$ cat config.mk
export PLATFORM = sky130hd
export DESIGN_NAME = regfile_write_scheduler_flat
export DESIGN_NICKNAME = d
export VERILOG_FILES = /design/src/rtl/regfile_write_scheduler_if.sv /design/src/rtl/regfile_write_scheduler.sv /design/src/flat_wrapper.sv
export SDC_FILE = /design/constraint.sdc
export NUM_CORES = 1
export LEC_CHECK = 0
export ABC_AREA = 1
export CAP_MARGIN = 20
export CORE_UTILIZATION = 32
export DETAILED_ROUTE_END_ITERATION = 6
export SYNTH_ARGS = -nofsm -noshare
export SYNTH_HDL_FRONTEND = slang
export SYNTH_SLANG_ARGS = --single-unit
$ cat constraint.sdc
create_clock -name clk -period 2.27 [get_ports clk]
set_input_delay 0.227 -clock clk [delete_from_list [all_inputs] [get_ports clk]]
set_output_delay 0.227 -clock clk [all_outputs]
set_load 0.03 [all_outputs]
$ cat src/rtl/regfile_write_scheduler_if.sv
// Writeback / init request bus and register-file write port for the
// regfile write scheduler. The master side is the requester (SEQ writeback
// and the init loader); the slave side is the scheduler itself.
interface regfile_write_scheduler_if;
  logic        wb_valid;
  logic        wb_ready;
  logic [3:0]  icode;
  logic        cnd;
  logic [3:0]  rA;
  logic [3:0]  rB;
  logic [63:0] ValE;
  logic [63:0] ValM;
  logic        init_valid;
  logic        init_ready;
  logic [3:0]  init_addr;
  logic [63:0] init_data;
  logic        we;
  logic [3:0]  waddr;
  logic [63:0] wdata;
  logic        busy;
  logic        err_illegal;

  modport master (
    output wb_valid, icode, cnd, rA, rB, ValE, ValM,
    output init_valid, init_addr, init_data,
    input  wb_ready, init_ready, we, waddr, wdata, busy, err_illegal
  );

  modport slave (
    input  wb_valid, icode, cnd, rA, rB, ValE, ValM,
    input  init_valid, init_addr, init_data,
    output wb_ready, init_ready, we, waddr, wdata, busy, err_illegal
  );
endinterface

$ cat src/rtl/regfile_write_scheduler.sv
// Serialises all writes into the single-write-port register file: decodes
// one writeback request per instruction, splits popq into two writes over
// two cycles, and arbitrates the port against an init requester with a
// starvation guard that force-grants init after STARVE_LIMIT blocked cycles.
module regfile_write_scheduler #(
  parameter logic [3:0] STARVE_LIMIT = 4'd4,
  parameter logic [3:0] RNONE        = 4'hF
) (
  input  logic                        clk,
  input  logic                        rst,
  regfile_write_scheduler_if.slave    bus
);

  typedef enum logic [0:0] {ST_IDLE = 1'b0, ST_WRITE2 = 1'b1} state_t;

  state_t      state_q;
  logic        we_q;
  logic [3:0]  waddr_q;
  logic [63:0] wdata_q;
  logic        err_q;
  logic [3:0]  starve_q;
  logic [3:0]  pop_addr_q;
  logic [63:0] pop_data_q;

  logic        init_force_s;
  logic        wb_ready_s;
  logic        init_ready_s;
  logic        wb_fire_s;
  logic        init_fire_s;
  logic        dec_we_s;
  logic [3:0]  dec_addr_s;
  logic [63:0] dec_data_s;
  logic        dec_pop_s;
  logic        dec_illegal_s;

  // Handshake: writeback wins unless init has been starved long enough.
  always_comb begin
    init_force_s = bus.init_valid && (starve_q == STARVE_LIMIT);
    wb_ready_s   = (state_q == ST_IDLE) && !init_force_s;
    init_ready_s = (state_q == ST_IDLE) && bus.init_valid &&
                   (!bus.wb_valid || init_force_s);
    wb_fire_s    = bus.wb_valid && wb_ready_s;
    init_fire_s  = bus.init_valid && init_ready_s && !wb_fire_s;
  end

  // Decode the first destination write of a writeback request.
  always_comb begin
    dec_we_s      = 1'b0;
    dec_addr_s    = bus.rB;
    dec_data_s    = bus.ValE;
    dec_pop_s     = 1'b0;
    dec_illegal_s = 1'b0;
    case (bus.icode)
      4'h2: begin
        dec_we_s = bus.cnd;
      end
      4'h3, 4'h6: begin
        dec_we_s = 1'b1;
      end
      4'h5: begin
        dec_we_s   = 1'b1;
        dec_addr_s = bus.rA;
        dec_data_s = bus.ValM;
      end
      4'h8, 4'h9, 4'hA: begin
        dec_we_s   = 1'b1;
        dec_addr_s = 4'h4;
      end
      4'hB: begin
        dec_we_s   = 1'b1;
        dec_addr_s = 4'h4;
        dec_pop_s  = 1'b1;
      end
      4'hC, 4'hD, 4'hE, 4'hF: begin
        dec_illegal_s = 1'b1;
      end
      default: begin
        dec_we_s = 1'b0;
      end
    endcase
    // A destination of RNONE never reaches the register file.
    if (dec_addr_s == RNONE) begin
      dec_we_s = 1'b0;
    end else begin
      dec_we_s = dec_we_s;
    end
  end

  // Scheduler FSM with registered write port, error pulse and starve counter.
  always_ff @(posedge clk) begin
    if (rst) begin
      state_q    <= ST_IDLE;
      we_q       <= 1'b0;
      waddr_q    <= 4'd0;
      wdata_q    <= 64'd0;
      err_q      <= 1'b0;
      starve_q   <= 4'd0;
      pop_addr_q <= 4'd0;
      pop_data_q <= 64'd0;
    end else begin
      we_q  <= 1'b0;
      err_q <= 1'b0;
      case (state_q)
        ST_IDLE: begin
          if (wb_fire_s) begin
            we_q    <= dec_we_s;
            waddr_q <= dec_addr_s;
            wdata_q <= dec_data_s;
            err_q   <= dec_illegal_s;
            if (dec_pop_s) begin
              state_q    <= ST_WRITE2;
              pop_addr_q <= bus.rA;
              pop_data_q <= bus.ValM;
            end
          end else if (init_fire_s) begin
            we_q    <= (bus.init_addr != RNONE);
            waddr_q <= bus.init_addr;
            wdata_q <= bus.init_data;
          end
          // Count blocked init cycles; any grant or withdrawal clears it.
          if (bus.init_valid && !init_ready_s) begin
            if (starve_q != STARVE_LIMIT) begin
              starve_q <= starve_q + 4'd1;
            end
          end else begin
            starve_q <= 4'd0;
          end
        end
        ST_WRITE2: begin
          // Second pop write: ValM lands last so popq %rsp ends with ValM.
          we_q    <= (pop_addr_q != RNONE);
          waddr_q <= pop_addr_q;
          wdata_q <= pop_data_q;
          state_q <= ST_IDLE;
        end
        default: begin
          state_q <= ST_IDLE;
        end
      endcase
    end
  end

  assign bus.wb_ready    = wb_ready_s;
  assign bus.init_ready  = init_ready_s;
  assign bus.we          = we_q;
  assign bus.waddr       = waddr_q;
  assign bus.wdata       = wdata_q;
  assign bus.busy        = (state_q == ST_WRITE2);
  assign bus.err_illegal = err_q;

endmodule

$ cat src/flat_wrapper.sv
// flat-port wrapper written by rule: the top's interface ports become plain ports
module regfile_write_scheduler_flat 
#(
  parameter logic [3:0] STARVE_LIMIT = 4'd4,
  parameter logic [3:0] RNONE        = 4'hF
)
  (clk, rst, bus_wb_valid, bus_icode, bus_cnd, bus_rA, bus_rB, bus_ValE, bus_ValM, bus_init_valid, bus_init_addr, bus_init_data, bus_wb_ready, bus_init_ready, bus_we, bus_waddr, bus_wdata, bus_busy, bus_err_illegal);
  regfile_write_scheduler_if bus_i ();
  input  logic clk;
  input  logic rst;
  input wire logic [$bits(bus_i.wb_valid)-1:0] bus_wb_valid;
  input wire logic [$bits(bus_i.icode)-1:0] bus_icode;
  input wire logic [$bits(bus_i.cnd)-1:0] bus_cnd;
  input wire logic [$bits(bus_i.rA)-1:0] bus_rA;
  input wire logic [$bits(bus_i.rB)-1:0] bus_rB;
  input wire logic [$bits(bus_i.ValE)-1:0] bus_ValE;
  input wire logic [$bits(bus_i.ValM)-1:0] bus_ValM;
  input wire logic [$bits(bus_i.init_valid)-1:0] bus_init_valid;
  input wire logic [$bits(bus_i.init_addr)-1:0] bus_init_addr;
  input wire logic [$bits(bus_i.init_data)-1:0] bus_init_data;
  output wire logic [$bits(bus_i.wb_ready)-1:0] bus_wb_ready;
  output wire logic [$bits(bus_i.init_ready)-1:0] bus_init_ready;
  output wire logic [$bits(bus_i.we)-1:0] bus_we;
  output wire logic [$bits(bus_i.waddr)-1:0] bus_waddr;
  output wire logic [$bits(bus_i.wdata)-1:0] bus_wdata;
  output wire logic [$bits(bus_i.busy)-1:0] bus_busy;
  output wire logic [$bits(bus_i.err_illegal)-1:0] bus_err_illegal;
  assign bus_i.wb_valid = bus_wb_valid;
  assign bus_i.icode = bus_icode;
  assign bus_i.cnd = bus_cnd;
  assign bus_i.rA = bus_rA;
  assign bus_i.rB = bus_rB;
  assign bus_i.ValE = bus_ValE;
  assign bus_i.ValM = bus_ValM;
  assign bus_i.init_valid = bus_init_valid;
  assign bus_i.init_addr = bus_init_addr;
  assign bus_i.init_data = bus_init_data;
  assign bus_wb_ready = bus_i.wb_ready;
  assign bus_init_ready = bus_i.init_ready;
  assign bus_we = bus_i.we;
  assign bus_waddr = bus_i.waddr;
  assign bus_wdata = bus_i.wdata;
  assign bus_busy = bus_i.busy;
  assign bus_err_illegal = bus_i.err_illegal;
  regfile_write_scheduler #(.STARVE_LIMIT(STARVE_LIMIT), .RNONE(RNONE)) u_core (.clk(clk), .rst(rst), .bus(bus_i));
endmodule
# == Word-level counts from Yosys, hierarchy flattened ==
# Index checks and enable logic that the tools add are counted.
# op_classes
n_addsub,1
n_eq_ne,19
mux,20
bitwise,2
n_reduce_logical,19
# op_table
operator,count
2-to-1 mux 64 bit,3
case mux 64 bit (2 select lines),1
== test 4 bit (second input constant),9
2-to-1 mux 4 bit,4
case mux 4 bit (2 select lines),2
== test 4 x 3 -> 1 bit (second input constant),3
== test 4 x 2 -> 1 bit (second input constant),2
logical AND 1 bit,8
!= test 4 bit (second input constant),2
OR reduction 4 bit,2
2-to-1 mux 1 bit,7
OR reduction 7 bit,1
case mux 1 bit (2 select lines),3
adder 4 x 1 -> 4 bit (second input constant),1
zero test 1 bit,4
!= test 4 x 3 -> 1 bit (second input constant),1
!= test 3 x 1 -> 1 bit (second input constant),1
AND reduction 3 bit,1
OR reduction 3 bit,1
!= test 2 bit (second input constant),1
inverter 1 bit,2
AND reduction 2 bit,1
logical OR 1 bit,1
# totals
reg_bits,143
input_bits,213
elab_cells,69

# == Depth between registers and ports, before layout ==
# depth
word_depth,10
depth_mapped,11
ltp_nobuf,10

# == Least setup slack after synthesis ==
# OpenSTA, ideal clock, no wires.
# synth_path
kind,reg-to-output
startpoint,reg u_core.starve_q[0]
endpoint,out bus_init_ready
t_arrival_ns,1.639
required_ns,2.043
setup_slack_ns,0.404
stages_incl_launch_ff,7
path_buffers,1
cell_sequence,dfxtp_1 > inv_1 > ha_1 > and3_4 > a21oi_4 > clkbuf_1 > nor3_1
# synth_between
elab_chain_cells,4
# synth_rtl
element,line_no,text
from (decl),regfile_write_scheduler.sv:21,logic [3:0] starve_q;
from (signal assigned),regfile_write_scheduler.sv:123,starve_q <= starve_q + 4'd1;
== test 4 x 3 -> 1 bit,regfile_write_scheduler.sv:38,init_force_s = bus.init_valid && (starve_q == STARVE_LIMIT);
logical AND 1 bit,regfile_write_scheduler.sv:38,
logical OR 1 bit,regfile_write_scheduler.sv:41,(!bus.wb_valid || init_force_s);
logical AND 1 bit,regfile_write_scheduler.sv:40,init_ready_s = (state_q == ST_IDLE) && bus.init_valid &&
to (decl),flat_wrapper.sv:22,output wire logic [$bits(bus_i.init_ready)-1:0] bus_init_ready;
# Every way passes these cells.

# == Final worst setup path ==
# Same ends and word-level chain as after synthesis.

==> out/summary.txt <==
YOSYS
------------------------------------------------------------------------------
Adder and majority gate portion of the synthesized area                 0.329%
Post-Syn Nets                                                             1394
Share of synthesized area occupied by flip-flops and latches             37.7%
Number of different library cells in the post-synthesis netlist             31
XOR/XNOR Fraction of Synth Area                                         0.230%
Compound-Gate Fraction of Synth Area                                     19.4%
Netlist area before placement                                         7600 µm²
Ranking of synthesized cells by area                              sky130_fd_sc_hd__dfxtp_1 38%, sky130_fd_sc_hd__nand2_1 11%, sky130_fd_sc_hd__o21ai_0 9.7%, sky130_fd_sc_hd__a21oi_1 8.6%, sky130_fd_sc_hd__nor2_1 8.2%
Synthesized-area fraction occupied by and/or/nand/nor cells              32.1%
YS warnings                                                                  0
Cell type with the highest aggregate area in the netlist          sky130_fd_sc_hd__dfxtp_1
Largest family of logic cells by synthesized area                 simple AND/OR/NAND/NOR gates
Post-Synthesis Cells                                                      1179
Post-Synthesis Mean Instance Area                                     6.45 µm²
Number of synthesized register bits                                        143
Area share of the largest cell type after synthesis                      37.7%
Multiplexer share of the synthesized area                                   0%

GLOBAL ROUTING
------------------------------------------------------------------------------
Via count of the first global-routing pass                                8329
Overall Global Routing Usage                                             22.7%
Wire length of the first global-routing pass                          43800 µm
Maximum number of pins on one net before global-route repair               129
Antenna violations before repair                                             1
Residual overflow from global routing                                        0

CLOCKING
------------------------------------------------------------------------------
# hold bufs at CTS                                                           0
Number of clock sinks                                                      143
Clock transition at the registers of the reported paths                0.06 ns
Post-CTS setup buffer count                                                  0
Root buffer cell                                                  sky130_fd_sc_hd__clkbuf_16
Maximum clock insertion buffer count                                         2
CTS tree                                                                  done
CTS H-tree depth                                                             4
Clock latency on the worst-skew pair                                   0.42 ns
Num CTS Buffers                                                             17

ROUTE
------------------------------------------------------------------------------
Detailed-router iteration count before antenna repair                        5
Post-route DRC violation count                                               0
Met2 WL                                                               13000 µm
Uppermost signal routing layer after detailed routing                     met5
Total wire length                                                     27500 µm
Routed len/inst                                                        15.8 µm
WL met3                                                                1880 µm
Violation count after the first detailed-route iteration                   523
Number of nets with antenna violations after routing                         0
Met1 wire length                                                      12200 µm
Via density per instance                                                  4.89
Via count of the routed design                                            8527

TIMING
------------------------------------------------------------------------------
Post-route worst setup slack                                          0.207 ns
Setup repair after global routing missed its margin                      false
Setup violation total in the final timing report                             0
Count of final max-slew check failures                                       0
Slew of the pin with the lowest slew margin                           0.761 ns
Worst slew margin relative to its limit                                  49.2%
Largest clock skew in the final design                               0.0130 ns
Post-route fraction of the period consumed by the critical path          90.9%
Highest clock rate                                                   0.485 GHz
Shortest period the worst path allows                                  2.06 ns
Final TNS setup                                                           0 ns
Hold Violations, Final                                                       0

WORST HOLD PATH
------------------------------------------------------------------------------
WHS Endpoint                                                      u_core.pop_data_q[59]
Class of the worst hold path                                      primary input to flip-flop
Instance count along the most critical hold path                             3
Start point of the worst hold path                                bus_ValM[59]

PLACE
------------------------------------------------------------------------------
Worst slack after detailed placement                                  0.101 ns
Buffers added on ports                                                     285
HPWL Detailed                                                         17000 µm
Dpl cells                                                                 1712
Last weighted congestion value of the routability-driven placer          0.805

POWER
------------------------------------------------------------------------------
Sequential share of power                                                37.1%
Power per Cell Area                                                 644 nW/µm²
Power share of the combinational group                                   20.4%
Cell internal power dissipation                                        5350 µW
Share of total power in the clock network                                42.5%
Largest voltage drop on the vdd net                                   0.308 mV
Lkg Pwr                                                             0.00494 µW
Switch Pwr                                                             1970 µW
Overall Power                                                          7310 µW
Switching part of the total                                              26.9%

CRITICAL PATH
------------------------------------------------------------------------------
Critical-path cell with the highest stage delay                   sky130_fd_sc_hd__dlygate4sd2_1
Arrival time worst endpoint                                            1.84 ns
Data required time of the worst path                                   2.04 ns
Worst Path Max Fanout                                                        3
Reg2reg end                                                       u_core.pop_data_q[19]
Worst path buffer plus inverter count                                        2
CP Cell Sequence                                                  inv_1, ha_1, and3_4, a21oi_4, nor3_1, dlygate4sd2_1
Crit Path Class                                                   flip-flop to output pin
Kind of launch point of the worst setup path                         flip-flop
Type of destination of the critical path                            output pin
Flop-to-flop setup slack                                               0.33 ns
Delay of the slowest cell on the worst path                            0.42 ns
Top cell family by delay on the critical path                     buffers and inverters
Beginning of the worst register-to-register path                  u_core.starve_q[0]
R2R cell count                                                              10

FINISH
------------------------------------------------------------------------------
Diode count                                                                  0
Layout Area Growth over Synthesis                                        49.3%
Non-filler instance count after layout                                    1743
NumNets Final                                                             1627
Ratio of cells with drive above 1 in the final layout                    6.95%

STATUS
------------------------------------------------------------------------------
Status                                                               completed

FLOORPLANNING
------------------------------------------------------------------------------
Row cnt                                                                     56
Vertical extent of the die                                              156 µm
Starting density of the core                                             32.5%
Die X                                                                   156 µm
Core region area                                                     23400 µm²
# IOs                                                                      286
Die Outline Area                                                     24400 µm²

FLOW RUN
------------------------------------------------------------------------------
Max Cap Violations                                                           0

worst register-to-register path, delay by kind of cell, from the launching register on:
family                   cells  cell delay [ns]
buffers and inverters        3             0.68
adder cells (fa/ha/maj)      1             0.15
AND/OR/NAND/NOR              6             0.74
flip-flops                   1             0.31
kinds of logic (layout without fill, tap and decap cells):
kind of cell	count (synthesis)	after routing
AO/OA/AOI/OAI	289	289
XOR/XNOR	2	2
adder cells (fa/ha/maj)	2	2
buffers and inverters	175	420
flip-flops	143	143
AND/OR/NAND/NOR	568	568
flip-flops by register name, indices dropped and copies added (netlist names):
name	cells
u_core.bus.busy	1
u_core.bus.we	1
u_core.bus.wdata	64
u_core.bus.err_illegal	1
u_core.starve_q	4
u_core.bus.waddr	4
u_core.pop_addr_q	4
u_core.pop_data_q	64
layout make-up:
cell class,count,area [µm²]
tap,319,399
clock buffer,18,439
sequential,143,2870
inverter,82,310
multi-input combinational,861,3980
fill,2466,12100
clock inverter,13,208
timing repair buffer,307,3150
cells in the final DEF, fill, tap and decap left out, types with 3 or more instances in the layout:
cell / count
sky130_fd_sc_hd__a31oi_1: 10
sky130_fd_sc_hd__nor2_1: 165
sky130_fd_sc_hd__inv_6: 3
sky130_fd_sc_hd__inv_1: 79
sky130_fd_sc_hd__nand2_1: 230
sky130_fd_sc_hd__clkdlybuf4s50_1: 283
sky130_fd_sc_hd__buf_4: 11
sky130_fd_sc_hd__nand3_1: 121
sky130_fd_sc_hd__dfxtp_1: 142
sky130_fd_sc_hd__nor3_1: 5
sky130_fd_sc_hd__o21ai_0: 147
sky130_fd_sc_hd__clkinv_2: 5
sky130_fd_sc_hd__clkbuf_16: 17
sky130_fd_sc_hd__nor2_4: 3
sky130_fd_sc_hd__buf_12: 11
sky130_fd_sc_hd__a21oi_1: 130
sky130_fd_sc_hd__nor2_2: 30
sky130_fd_sc_hd__bufinv_16: 5
synthesized netlist by cell type, drive strengths merged:
library cell  count
a21oi           131
a31oi            10
and3              1
buf              49
clkbuf           44
dfxtp           143
ha                2
inv              82
nand2           233
nand3           123
nand3b            2
nand4             2
nor2            198
nor3              5
nor3b             1
nor4              1
o21ai           147
o41ai             1
or2               2
xor2              2
how the worst max path moves through the flow:
stage / start / endpoint / slack [ns] / cells after the start
after CTS: u_core.starve_q[0] / bus_init_ready / 0.18 / 6
final: u_core.starve_q[0] / bus_init_ready / 0.21 / 6
after floorplan: u_core.starve_q[0] / bus_init_ready / 0.40 / 6
after global routing: u_core.starve_q[0] / bus_init_ready / 0.05 / 6
after global placement: bus_init_valid / bus_init_ready / 0.12 / 4
after detailed placement: bus_init_valid / bus_init_ready / 0.10 / 4
metal layers:
layer  global-route usage (%)  up-vias
met5                        0        -
met4                     7.14        2
met3                     4.53       32
met2                     38.3      278
met1                     29.0     3917
li1                         -     4298
through the flow:
stage,util [%],instance area (µm²),hold WS [ns]
final,48.5,11400,0.370
after global routing,48.5,11400,0.398
after CTS,48.5,11400,0.347
after detailed placement,45.7,10700,0.492
after global placement,45.7,10700,0.486
after floorplan,-,7600,0.296
power groups by stage:
stage | logic, µW | registers, µW | clock network (µW)
floorplan | 496 | 2970 | 0
global placement | 1490 | 2770 | 0
detailed placement | 1490 | 2770 | 0
CTS | 1500 | 2710 | 3170
global route | 1620 | 2730 | 3280
finish | 1490 | 2710 | 3110
what timing repair did:
item / CTS / global route
resized for setup: 2 / 0
hold endpoints to repair: 0 / 0
endpoints found under the setup margin: 2 / 0
(Power assumes the default switching activity.)
